==> src/rtl/step_sequencer_if.sv <==
// Keyboard byte stream in, LED and 7-segment display drive out.
// Latency: none (bundle of wires only).
// Backpressure: none; bytes are presented as one-cycle strobes.
interface step_sequencer_if;
   logic [8:0] sim_data;
   logic       sim_data_en;
   logic [9:0] LEDR;
   logic [6:0] HEX0;
   logic [6:0] HEX1;
   logic [6:0] HEX2;
   logic [6:0] HEX3;
   logic [6:0] HEX4;
   logic [6:0] HEX5;

   modport master (
      output sim_data, sim_data_en,
      input  LEDR, HEX0, HEX1, HEX2, HEX3, HEX4, HEX5
   );

   modport slave (
      input  sim_data, sim_data_en,
      output LEDR, HEX0, HEX1, HEX2, HEX3, HEX4, HEX5
   );
endinterface

==> src/rtl/step_sequencer.sv <==
// 16-step sequencer controlled by PS/2 scan codes, with BPM/length entry and 7-seg readout.
// Latency: a key takes effect on the clock edge that samples it; displays are combinational from registers.
// Backpressure: none; every strobed byte is consumed (or discarded) in its own cycle.
module step_sequencer #(
   parameter int unsigned STEP_THRESH = 750000000
) (
   input  logic          CLOCK_50,
   input  logic [2:0]    KEY,
   step_sequencer_if.slave io_sq
);

   typedef enum logic [1:0] {ST_IDLE, ST_BPM, ST_LEN} state_t;

   localparam int ACC_W = 32;
   localparam logic [ACC_W-1:0] THRESH = ACC_W'(STEP_THRESH);

   localparam logic [7:0] KC_B     = 8'h32;
   localparam logic [7:0] KC_L     = 8'h4B;
   localparam logic [7:0] KC_M     = 8'h3A;
   localparam logic [7:0] KC_SPACE = 8'h29;
   localparam logic [7:0] KC_T     = 8'h2C;
   localparam logic [7:0] KC_ENTER = 8'h5A;
   localparam logic [7:0] KC_ESC   = 8'h76;
   localparam logic [7:0] KC_BREAK = 8'hF0;
   localparam logic [7:0] KC_EXT   = 8'hE0;

   localparam logic [6:0] SEG_BLANK = 7'h7F;
   localparam logic [6:0] SEG_B     = 7'h03;
   localparam logic [6:0] SEG_L     = 7'h47;

   // Active-low 7-segment encoding, bit0 = a ... bit6 = g.
   function automatic logic [6:0] seg7(input logic [3:0] d);
      logic [6:0] s;
      case (d)
         4'd0:    s = 7'h40;
         4'd1:    s = 7'h79;
         4'd2:    s = 7'h24;
         4'd3:    s = 7'h30;
         4'd4:    s = 7'h19;
         4'd5:    s = 7'h12;
         4'd6:    s = 7'h02;
         4'd7:    s = 7'h78;
         4'd8:    s = 7'h00;
         4'd9:    s = 7'h10;
         default: s = SEG_BLANK;
      endcase
      return s;
   endfunction

   logic w_rst_n;
   logic w_unused;
   assign w_rst_n  = KEY[0];
   assign w_unused = ^KEY[2:1];

   // Architectural state
   state_t           r_state;
   logic [9:0]       r_bpm;
   logic [4:0]       r_len;
   logic [3:0]       r_step;
   logic [ACC_W-1:0] r_acc;
   logic             r_playing;
   logic             r_mute;
   logic [15:0]      r_pattern;
   logic [9:0]       r_buf;
   logic [1:0]       r_cnt;
   logic             r_f0;

   // Next-state values
   state_t           w_nxt_state;
   logic [9:0]       w_nxt_bpm;
   logic [4:0]       w_nxt_len;
   logic [3:0]       w_nxt_step;
   logic [ACC_W-1:0] w_nxt_acc;
   logic             w_nxt_playing;
   logic             w_nxt_mute;
   logic [15:0]      w_nxt_pattern;
   logic [9:0]       w_nxt_buf;
   logic [1:0]       w_nxt_cnt;
   logic             w_nxt_f0;

   logic [7:0]       w_code;
   logic             w_strobe;
   logic             w_key_vld;
   logic             w_dig_vld;
   logic [3:0]       w_dig;
   logic [ACC_W-1:0] w_acc_sum;
   logic [3:0]       w_step_adv;
   logic [9:0]       w_buf_shift;

   // Break-flagged bytes never reach the controller; E0 and F0-plus-next are dropped too.
   assign w_code    = io_sq.sim_data[7:0];
   assign w_strobe  = io_sq.sim_data_en & ~io_sq.sim_data[8];
   assign w_key_vld = w_strobe & ~r_f0 & (w_code != KC_BREAK) & (w_code != KC_EXT);

   assign w_acc_sum   = r_acc + ACC_W'(r_bpm);
   assign w_step_adv  = ({1'b0, r_step} == (r_len - 5'd1)) ? 4'd0 : (r_step + 4'd1);
   assign w_buf_shift = (r_buf * 10'd10) + {6'd0, w_dig};

   // Scan code to decimal digit
   always_comb begin
      w_dig_vld = 1'b1;
      w_dig     = 4'd0;
      case (w_code)
         8'h45:   w_dig = 4'd0;
         8'h16:   w_dig = 4'd1;
         8'h1E:   w_dig = 4'd2;
         8'h26:   w_dig = 4'd3;
         8'h25:   w_dig = 4'd4;
         8'h2E:   w_dig = 4'd5;
         8'h36:   w_dig = 4'd6;
         8'h3D:   w_dig = 4'd7;
         8'h3E:   w_dig = 4'd8;
         8'h46:   w_dig = 4'd9;
         default: w_dig_vld = 1'b0;
      endcase
   end

   // Controller next-state: tempo accumulator first, then key actions override it
   always_comb begin
      w_nxt_state   = r_state;
      w_nxt_bpm     = r_bpm;
      w_nxt_len     = r_len;
      w_nxt_step    = r_step;
      w_nxt_acc     = r_acc;
      w_nxt_playing = r_playing;
      w_nxt_mute    = r_mute;
      w_nxt_pattern = r_pattern;
      w_nxt_buf     = r_buf;
      w_nxt_cnt     = r_cnt;
      w_nxt_f0      = r_f0;

      if (r_playing) begin
         if (w_acc_sum >= THRESH) begin
            w_nxt_acc  = w_acc_sum - THRESH;
            w_nxt_step = w_step_adv;
         end else begin
            w_nxt_acc = w_acc_sum;
         end
      end

      if (w_strobe) begin
         if (r_f0) begin
            w_nxt_f0 = 1'b0;
         end else if (w_code == KC_BREAK) begin
            w_nxt_f0 = 1'b1;
         end
      end

      if (w_key_vld) begin
         case (r_state)
            ST_IDLE: begin
               case (w_code)
                  KC_B: begin
                     w_nxt_state = ST_BPM;
                     w_nxt_buf   = '0;
                     w_nxt_cnt   = '0;
                  end
                  KC_L: begin
                     w_nxt_state = ST_LEN;
                     w_nxt_buf   = '0;
                     w_nxt_cnt   = '0;
                  end
                  KC_M: w_nxt_mute = ~r_mute;
                  KC_SPACE: begin
                     if (r_playing) begin
                        // Stopping freezes position so a restart can be compared against it.
                        w_nxt_playing = 1'b0;
                        w_nxt_acc     = r_acc;
                        w_nxt_step    = r_step;
                     end else begin
                        w_nxt_playing = 1'b1;
                        w_nxt_acc     = '0;
                     end
                  end
                  KC_T:     w_nxt_pattern = r_pattern ^ (16'd1 << r_step);
                  KC_ENTER: w_nxt_step    = '0;
                  default: ;
               endcase
            end
            ST_BPM, ST_LEN: begin
               if (w_dig_vld) begin
                  if (r_cnt != 2'd3) begin
                     w_nxt_buf = w_buf_shift;
                     w_nxt_cnt = r_cnt + 2'd1;
                  end
               end else if (w_code == KC_ESC) begin
                  w_nxt_state = ST_IDLE;
               end else if (w_code == KC_ENTER) begin
                  w_nxt_state = ST_IDLE;
                  if (r_state == ST_BPM) begin
                     if (r_buf != 10'd0) begin
                        w_nxt_bpm = r_buf;
                     end
                  end else if ((r_buf != 10'd0) && (r_buf <= 10'd16)) begin
                     w_nxt_len = r_buf[4:0];
                     // Keep the playhead inside the new pattern length.
                     if ({1'b0, w_nxt_step} >= r_buf[4:0]) begin
                        w_nxt_step = '0;
                     end
                  end
               end
            end
            default: w_nxt_state = ST_IDLE;
         endcase
      end
   end

   // State register with asynchronous reset from KEY[0]
   always_ff @(posedge CLOCK_50 or negedge w_rst_n) begin
      if (!w_rst_n) begin
         r_state   <= ST_IDLE;
         r_bpm     <= 10'd120;
         r_len     <= 5'd16;
         r_step    <= '0;
         r_acc     <= '0;
         r_playing <= 1'b0;
         r_mute    <= 1'b0;
         r_pattern <= 16'hFFFF;
         r_buf     <= '0;
         r_cnt     <= '0;
         r_f0      <= 1'b0;
      end else begin
         r_state   <= w_nxt_state;
         r_bpm     <= w_nxt_bpm;
         r_len     <= w_nxt_len;
         r_step    <= w_nxt_step;
         r_acc     <= w_nxt_acc;
         r_playing <= w_nxt_playing;
         r_mute    <= w_nxt_mute;
         r_pattern <= w_nxt_pattern;
         r_buf     <= w_nxt_buf;
         r_cnt     <= w_nxt_cnt;
         r_f0      <= w_nxt_f0;
      end
   end

   // Display and LED decode
   logic [9:0] w_disp_val;
   logic [3:0] w_hund;
   logic [3:0] w_tens;
   logic [3:0] w_units;
   logic [4:0] w_step_p1;
   logic       w_step_tens;
   logic [3:0] w_step_units;
   logic       w_gate;

   assign w_disp_val   = (r_state == ST_IDLE) ? r_bpm : r_buf;
   assign w_hund       = 4'(w_disp_val / 10'd100);
   assign w_tens       = 4'((w_disp_val / 10'd10) % 10'd10);
   assign w_units      = 4'(w_disp_val % 10'd10);
   assign w_step_p1    = {1'b0, r_step} + 5'd1;
   assign w_step_tens  = (w_step_p1 >= 5'd10);
   assign w_step_units = 4'(w_step_tens ? (w_step_p1 - 5'd10) : w_step_p1);
   assign w_gate       = r_playing & ~r_mute & r_pattern[r_step];

   // Seven-segment and LED output mapping with leading-zero blanking
   always_comb begin
      io_sq.LEDR = {r_playing, r_mute, w_gate, 2'b00, r_pattern[r_step], r_step};
      io_sq.HEX0 = seg7(w_units);
      io_sq.HEX1 = ((w_hund == 4'd0) && (w_tens == 4'd0)) ? SEG_BLANK : seg7(w_tens);
      io_sq.HEX2 = (w_hund == 4'd0) ? SEG_BLANK : seg7(w_hund);
      io_sq.HEX3 = SEG_BLANK;
      if (r_state == ST_BPM) begin
         io_sq.HEX3 = SEG_B;
      end else if (r_state == ST_LEN) begin
         io_sq.HEX3 = SEG_L;
      end
      io_sq.HEX4 = seg7(w_step_units);
      io_sq.HEX5 = w_step_tens ? seg7(4'd1) : SEG_BLANK;
   end

endmodule

==> src/flat_wrapper.sv <==
// flat-port wrapper written by rule: the top's interface ports become plain ports
module step_sequencer_flat 
#(
   parameter int unsigned STEP_THRESH = 750000000
)
  (CLOCK_50, KEY, io_sq_sim_data, io_sq_sim_data_en, io_sq_LEDR, io_sq_HEX0, io_sq_HEX1, io_sq_HEX2, io_sq_HEX3, io_sq_HEX4, io_sq_HEX5);
  step_sequencer_if io_sq_i ();
  input  logic CLOCK_50;
  input  logic [2:0] KEY;
  input wire logic [$bits(io_sq_i.sim_data)-1:0] io_sq_sim_data;
  input wire logic [$bits(io_sq_i.sim_data_en)-1:0] io_sq_sim_data_en;
  output wire logic [$bits(io_sq_i.LEDR)-1:0] io_sq_LEDR;
  output wire logic [$bits(io_sq_i.HEX0)-1:0] io_sq_HEX0;
  output wire logic [$bits(io_sq_i.HEX1)-1:0] io_sq_HEX1;
  output wire logic [$bits(io_sq_i.HEX2)-1:0] io_sq_HEX2;
  output wire logic [$bits(io_sq_i.HEX3)-1:0] io_sq_HEX3;
  output wire logic [$bits(io_sq_i.HEX4)-1:0] io_sq_HEX4;
  output wire logic [$bits(io_sq_i.HEX5)-1:0] io_sq_HEX5;
  assign io_sq_i.sim_data = io_sq_sim_data;
  assign io_sq_i.sim_data_en = io_sq_sim_data_en;
  assign io_sq_LEDR = io_sq_i.LEDR;
  assign io_sq_HEX0 = io_sq_i.HEX0;
  assign io_sq_HEX1 = io_sq_i.HEX1;
  assign io_sq_HEX2 = io_sq_i.HEX2;
  assign io_sq_HEX3 = io_sq_i.HEX3;
  assign io_sq_HEX4 = io_sq_i.HEX4;
  assign io_sq_HEX5 = io_sq_i.HEX5;
  step_sequencer #(.STEP_THRESH(STEP_THRESH)) u_core (.CLOCK_50(CLOCK_50), .KEY(KEY), .io_sq(io_sq_i));
endmodule
==> config.mk <==
export PLATFORM = sky130hd
export DESIGN_NAME = step_sequencer_flat
export DESIGN_NICKNAME = d
export VERILOG_FILES = /design/src/rtl/step_sequencer_if.sv /design/src/rtl/step_sequencer.sv /design/src/flat_wrapper.sv
export SDC_FILE = /design/constraint.sdc
export NUM_CORES = 1
export LEC_CHECK = 0
export ABC_CLOCK_PERIOD_IN_PS = 27500
export CAP_MARGIN = 20
export CELL_PAD_IN_SITES_DETAIL_PLACEMENT = 1
export CELL_PAD_IN_SITES_GLOBAL_PLACEMENT = 2
export CORE_MARGIN = 1.5
export CORE_UTILIZATION = 40
export DETAILED_ROUTE_END_ITERATION = 6
export GPL_ROUTABILITY_DRIVEN = 0
export HOLD_SLACK_MARGIN = 0.05
export PLACE_DENSITY = 0.86
export REMOVE_ABC_BUFFERS = 1
export SYNTH_ARGS = -nofsm -noshare
export SYNTH_HDL_FRONTEND = slang
export SYNTH_SLANG_ARGS = --single-unit
==> constraint.sdc <==
create_clock -name CLOCK_50 -period 27.5 [get_ports CLOCK_50]
set_input_delay 2.75 -clock CLOCK_50 [delete_from_list [all_inputs] [get_ports CLOCK_50]]
set_output_delay 2.75 -clock CLOCK_50 [all_outputs]
set_load 0.03 [all_outputs]
* Word level (Yosys, flattened, before mapping)
Memories as Yosys holds them, arrays and structs flattened.
Index checks and enable logic that the tools add are counted.
** Storage, ports and cells
- Word-level logic and storage cells :: 141
- Output and inout bits :: 52
- Bits in read-only memories :: 448
- Memories :: 4
- Input bits :: 14
- Register bits :: 84
** Cells by class
- Order comparisons :: 5
- Eq/ne operators :: 31
- Bitwise logic cells :: 13
- $add $sub $neg :: 8
- Mux-type cells :: 46
- Divide/modulo/power cells :: 4
- Shift-type cells :: 1
- Multipliers :: 1
- Reduce and logical (&&, ||, !) cells :: 17
** Memory list
- (no name shown) :: words 16, width 7, rd ports 1, clocked after Yosys merged registers in 0, write ports 0, line step_sequencer.sv:34 : case (d)
- (no name shown) :: words 16, width 7, rd ports 1, clocked after Yosys merged registers in 0, write ports 0, line step_sequencer.sv:34
- (no name shown) :: words 16, width 7, rd ports 1, clocked after Yosys merged registers in 0, write ports 0, line step_sequencer.sv:34
- (no name shown) :: words 16, width 7, rd ports 1, clocked after Yosys merged registers in 0, write ports 0, line step_sequencer.sv:34
** Operators by type and width (number)
- 32-bit two-way mux :: 6
- 8-bit by 6-bit == test with 1-bit output (second input constant) :: 10
- 4-bit two-way mux :: 12
- 8-bit by 7-bit == test with 1-bit output (second input constant) :: 5
- 10-bit two-way mux :: 4
- 4-bit one-hot mux with 9 select lines :: 1
- 32-bit by 10-bit adder with 32-bit output :: 1
- 32-bit by 30-bit greater-or-equal comparator with 1-bit output (second input constant) :: 1
- 32-bit by 30-bit subtractor with 32-bit output (second input constant) :: 1
- 7-bit two-way mux :: 3
- 10-bit by 4-bit modulo with 10-bit output (second input constant) :: 2
- 10-bit one-hot mux with 2 select lines :: 1
- 8-bit by 5-bit == test with 1-bit output (second input constant) :: 2
- 8-bit inequality test (second input constant) :: 2
- 4-bit one-hot mux with 2 select lines :: 2
- 1-bit by 4-bit << shifter with 16-bit output (first input constant) :: 1
- 16-bit XOR :: 1
- 7-bit AND reduction :: 2
- 2-bit two-way mux :: 6
- 2-bit one-hot mux with 2 select lines :: 3
- 10-bit by 4-bit adder with 10-bit output :: 1
- 10-bit by 4-bit divider with 10-bit output (second input constant) :: 1
- 10-bit by 7-bit divider with 10-bit output (second input constant) :: 1
- 10-bit by 5-bit less-or-equal comparator with 1-bit output (second input constant) :: 1
- 34 further kinds :: 56

* Depth between registers and ports, before layout
- Depth after elaboration :: 14
- Mapped depth :: 45
- Depth with buffers taken out :: 42

* Worst setup path after synthesis
OpenSTA, ideal clock, no wires.
- Path type :: register to output
- From :: reg u_core.r_state[0]
- To :: out io_sq_HEX1[4]
- Setup slack :: 16.586 ns
- Required time :: 24.750 ns
- Arrival :: 8.164 ns
- Cell stages (with the launch flop) :: 45
- Buffers on the path :: 4
- Cells stage by stage :: dfrtp_1 -> inv_1 -> ha_1 -> mux2_4 -> clkinv_1 -> clkbuf_1 -> ha_1 -> nor4_2 -> o32a_1 -> buf_4 -> nand2_1 -> o211ai_1 -> a21oi_1 -> a21oi_1 -> ha_1 -> a221o_1 -> a21oi_4 -> mux2i_2 -> (+9 left out) -> nor3_1 -> a21oi_1 -> or2_1 -> or3b_1 -> buf_2 -> a211oi_2 -> or2_1 -> buf_6 -> o21ai_0 -> nand2_1 -> inv_1 -> ha_1 -> and3_1 -> nor2_1 -> nand2_1 -> o211ai_1 -> o311ai_1 -> o31a_1
** On the way
- Word-level cells in the longest chain between the ends :: 7
- Elaborated cells on any way between the ends :: 10
- Those cells by class :: div: 3; mux: 2; reduce/logical: 4; memory: 1
** RTL lines
- from (decl) :: line step_sequencer.sv:56 : state_t r_state;
- from (signal assigned) :: line step_sequencer.sv:223 : r_state <= w_nxt_state;
- 2-bit zero test (*) :: line step_sequencer.sv:247 : assign w_disp_val = (r_state == ST_IDLE) ? r_bpm : r_buf;
- 10-bit two-way mux (*) :: line step_sequencer.sv:247
- branches (longest 4 deep; another with 10-bit by 4-bit divider with 10-bit output)
- 7-bit two-way mux (*) :: line step_sequencer.sv:260 : io_sq.HEX1 = ((w_hund == 4'd0) && (w_tens == 4'd0)) ? SEG_BLANK : seg7(w_tens);
- to (decl) :: line flat_wrapper.sv:14 : output wire logic [$bits(io_sq_i.HEX1)-1:0] io_sq_HEX1;
Mark *: on every way between the ends.

* Final worst setup path
- From :: reg u_core.r_state[0]
- To :: out io_sq_HEX1[2]
The elaborated chain is that of the path after synthesis.

==> run metrics <==
Final Hold Viols 0; total CTS buffers 9; Setup WS post-layout 13.34 ns; HPWL after DPL 22000 µm; period utilization 0.515; First-pass DRT Iterations 5; Netlist cell types 107; worst path bufs/invs 6; Top Family by Delay on Critical Path compound AO/OA/AOI/OAI gates; CTS Hold Buffers Added 0; ANT cells 0; register area roughly 2100 µm²; worst rel slew slack 0.333; vias in the first global route about 10000; Post-Syn Instances 1371; actual slew at the worst max-slew pin between 0.9 and 1 ns; CP max stage cell mux2i_1; total power 0.000669 W; fill cell count 3215; clock tree buffer depth 2; #FFs+latches synth 84; Seq/Total Area, Yosys 0.201; critical path startpoint category flip-flop; Avg Inst Size Synth 7.73 µm²; P&R area growth vs syn 8.26%; crit path max fanout 26; P per Cell Area 58.3 nW/µm²; Reg clk slew, reported paths 0.07 ns; CTS H-tree lvls 3; synth warn 0; vias per cell just under 6; Leak Pwr 4.62 nW; number of max-slew violations in the final report 0; mapped cell area 10600 µm²; clock period minus worst slack 14.16 ns; Std-Cell Rows 59; gr usage total 0.217; max-cap check violation count 0; area of the multi-input gates roughly 7800 µm²; Root Driver clkbuf_16; initial core utilization 0.407; Final ANT Viol Nets 0; unrepaired setup endpoints after global routing no; Worst-Skew Late Latency 0.35 ns; type of the worst setup path flip-flop to output port; Hold Path Class flip-flop to flip-flop; io pins 66; EDFF count, synth 0; hold_ws 0.489 ns; Final nets around 1500; die area 27500 µm²; setup violators final 0; top_reg_cell synth dfrtp_1; Critical Path Sink Type output port; largest net degree at the start of global routing between 40 and 50; Peak VDD IR 0.000112 V; Die X 166 µm; fmax about 70 MHz; Setup Buffers After CTS 0; outcome finished clean; Critical Path Most Common Cell ha_1; Setup Skew 0.0136 ns; first-pass GRT wire length 51100 µm; DP Worst Slack 13.80 ns; CTS resizes 0; Post-synth ARST share 1.00; GRT Residual Overflow 0; final setup TNS 0 ns; max incr delay on CP 0.78 ns; DRC viols 0; Die H 166 µm; Routed wire per std cell 17.6 µm; initial antenna violation count 0; CP arrival ~11 ns; Worst Path Required roughly 25 ns; post-route cell area 11500 µm²; share of cells above drive strength 1 0.0924; total core area about 26000 µm²; routed wire length 30000 µm; Port Buf Inserts 54; via count roughly 10000; clk sinks 84; CTS tree built; First DRT Iteration DRCs between 500 and 600; Placed Area 11200 µm²
[synth_stat cells (11+ instances only)]
cell type | instances | area (µm²)
buf_4 | 23 | 173
and2_1 | 14 | 87.6
clkbuf_1 | 57 | 214
nand2b_1 | 21 | 131
or3_1 | 11 | 68.8
o21ai_0 | 88 | 440
a31oi_1 | 25 | 156
nand3_1 | 30 | 150
o211ai_1 | 30 | 225
nor3_1 | 43 | 215
nor4_1 | 18 | 113
a211oi_1 | 13 | 97.6
a21oi_1 | 90 | 450
nand2_1 | 167 | 627
xnor2_1 | 67 | 587
xor2_1 | 14 | 123
inv_1 | 57 | 214
nand4_1 | 14 | 87.6
mux2_2 | 23 | 259
ha_1 | 75 | 938
and3_1 | 16 | 100
dfstp_2 | 21 | 552
o21ai_1 | 14 | 70.1
mux2i_1 | 26 | 260
nor2_1 | 90 | 338
dfrtp_1 | 63 | 1580
a21o_1 | 22 | 165
o31ai_1 | 20 | 150
[sequential cells by signal, summed over array words and instances (netlist names)]
register / count
u_core.r_len: 5
u_core.r_acc: 32
u_core.r_step: 4
u_core.r_cnt: 2
u_core.r_playing: 1
u_core.r_f0: 1
u_core.r_bpm: 10
u_core.r_pattern: 16
u_core.r_buf: 10
u_core.r_state: 2
u_core.r_mute: 1
[final timing paths]
kind                                             startpoint                                to  slack, ns  cells after the start
max                           u_core.r_state[0]$_DFFE_PN0P_                     io_sq_HEX1[2]      13.34                     41
min                        u_core.r_pattern[15]$_DFFE_PN1P_  u_core.r_pattern[15]$_DFFE_PN1P_       0.49                      1
max reg2reg                     u_core.r_acc[0]$_DFFE_PN0P_      u_core.r_step[3]$_DFFE_PN0P_      20.57                     30
min reg2reg                u_core.r_pattern[15]$_DFFE_PN1P_  u_core.r_pattern[15]$_DFFE_PN1P_       0.49                      1
max in group asynchronous                            KEY[0]       u_core.r_acc[5]$_DFFE_PN0P_      24.07                      2
min in group asynchronous                            KEY[0]      u_core.r_acc[16]$_DFFE_PN0P_       2.40                      1
[area by class of cell]
class / instances / area share
clock buffers: 10 / 0.0200
clock inverters: 6 / 0.00425
inverters: 63 / 0.0208
multi-input cells: 1135 / 0.678
flip-flops and latches: 84 / 0.186
well taps: 335 / 0.0365
repair buffers: 66 / 0.0545
[report_power, final]
group          internal [W]  total [W]  switching, W
Sequential         0.000144   0.000197     0.0000523
Clock             0.0000623   0.000117     0.0000550
Combinational      0.000143   0.000355      0.000212
Total              0.000349   0.000669      0.000319
[metrics by stage]
step,cells,util
after global routing,1699,0.440
after floorplan,1282,-
after detailed placement,1682,0.429
after CTS,1698,0.440
after global placement,1682,0.429
final,1699,0.440
[kinds of logic after synthesis]
family / count (synthesis) / share of synthesized area
DFF: 84 / 0.201
other: 2 / 0.000709
adders and majority gates: 81 / 0.0972
xor gates and xnor gates: 82 / 0.0685
AOI/OAI and AO/OA: 426 / 0.275
and+or+nand+nor: 476 / 0.219
buffers and inverters: 159 / 0.0682
muxes: 61 / 0.0699
[cells in the final DEF (no fill, tap or decap), drive strengths merged, types with 13 or more instances in the layout]
cell / instances
and2: 15
nand3: 31
buf: 13
a211oi: 17
mux2: 26
xor2: 14
inv: 62
ha: 75
o31ai: 21
a21o: 22
nor4: 20
nand2b: 21
clkdlybuf4s50: 53
a21oi: 91
nor3: 44
nor2: 92
nand4: 14
o211ai: 30
a31oi: 25
o21ai: 102
nand2: 169
and3: 16
dfrtp: 63
mux2i: 30
xnor2: 68
dfstp: 21
[per-layer routing]
| metal | global-route usage | vias to the layer above | part of all wire |
|---|---|---|---|
| met4 | 0.0513 | 0 | 0.012 |
| met1 | 0.293 | 4934 | 0.49 |
| met5 | 0 | - | 0 |
| met3 | 0.0155 | 24 | 0.016 |
| li1 | - | 4978 | - |
| met2 | 0.378 | 119 | 0.48 |
[worst reg2reg max path, delay by kind of cell, from the launching register on]
| family | cells | cell delay [ns] |
|---|---|---|
| DFF | 1 | 0.40 |
| and+or+nand+nor | 5 | 0.86 |
| buffers and inverters | 2 | 0.39 |
| AOI/OAI and AO/OA | 20 | 4.27 |
| adders and majority gates | 3 | 0.94 |
No activity file was read; power rests on OpenSTA's default activity.
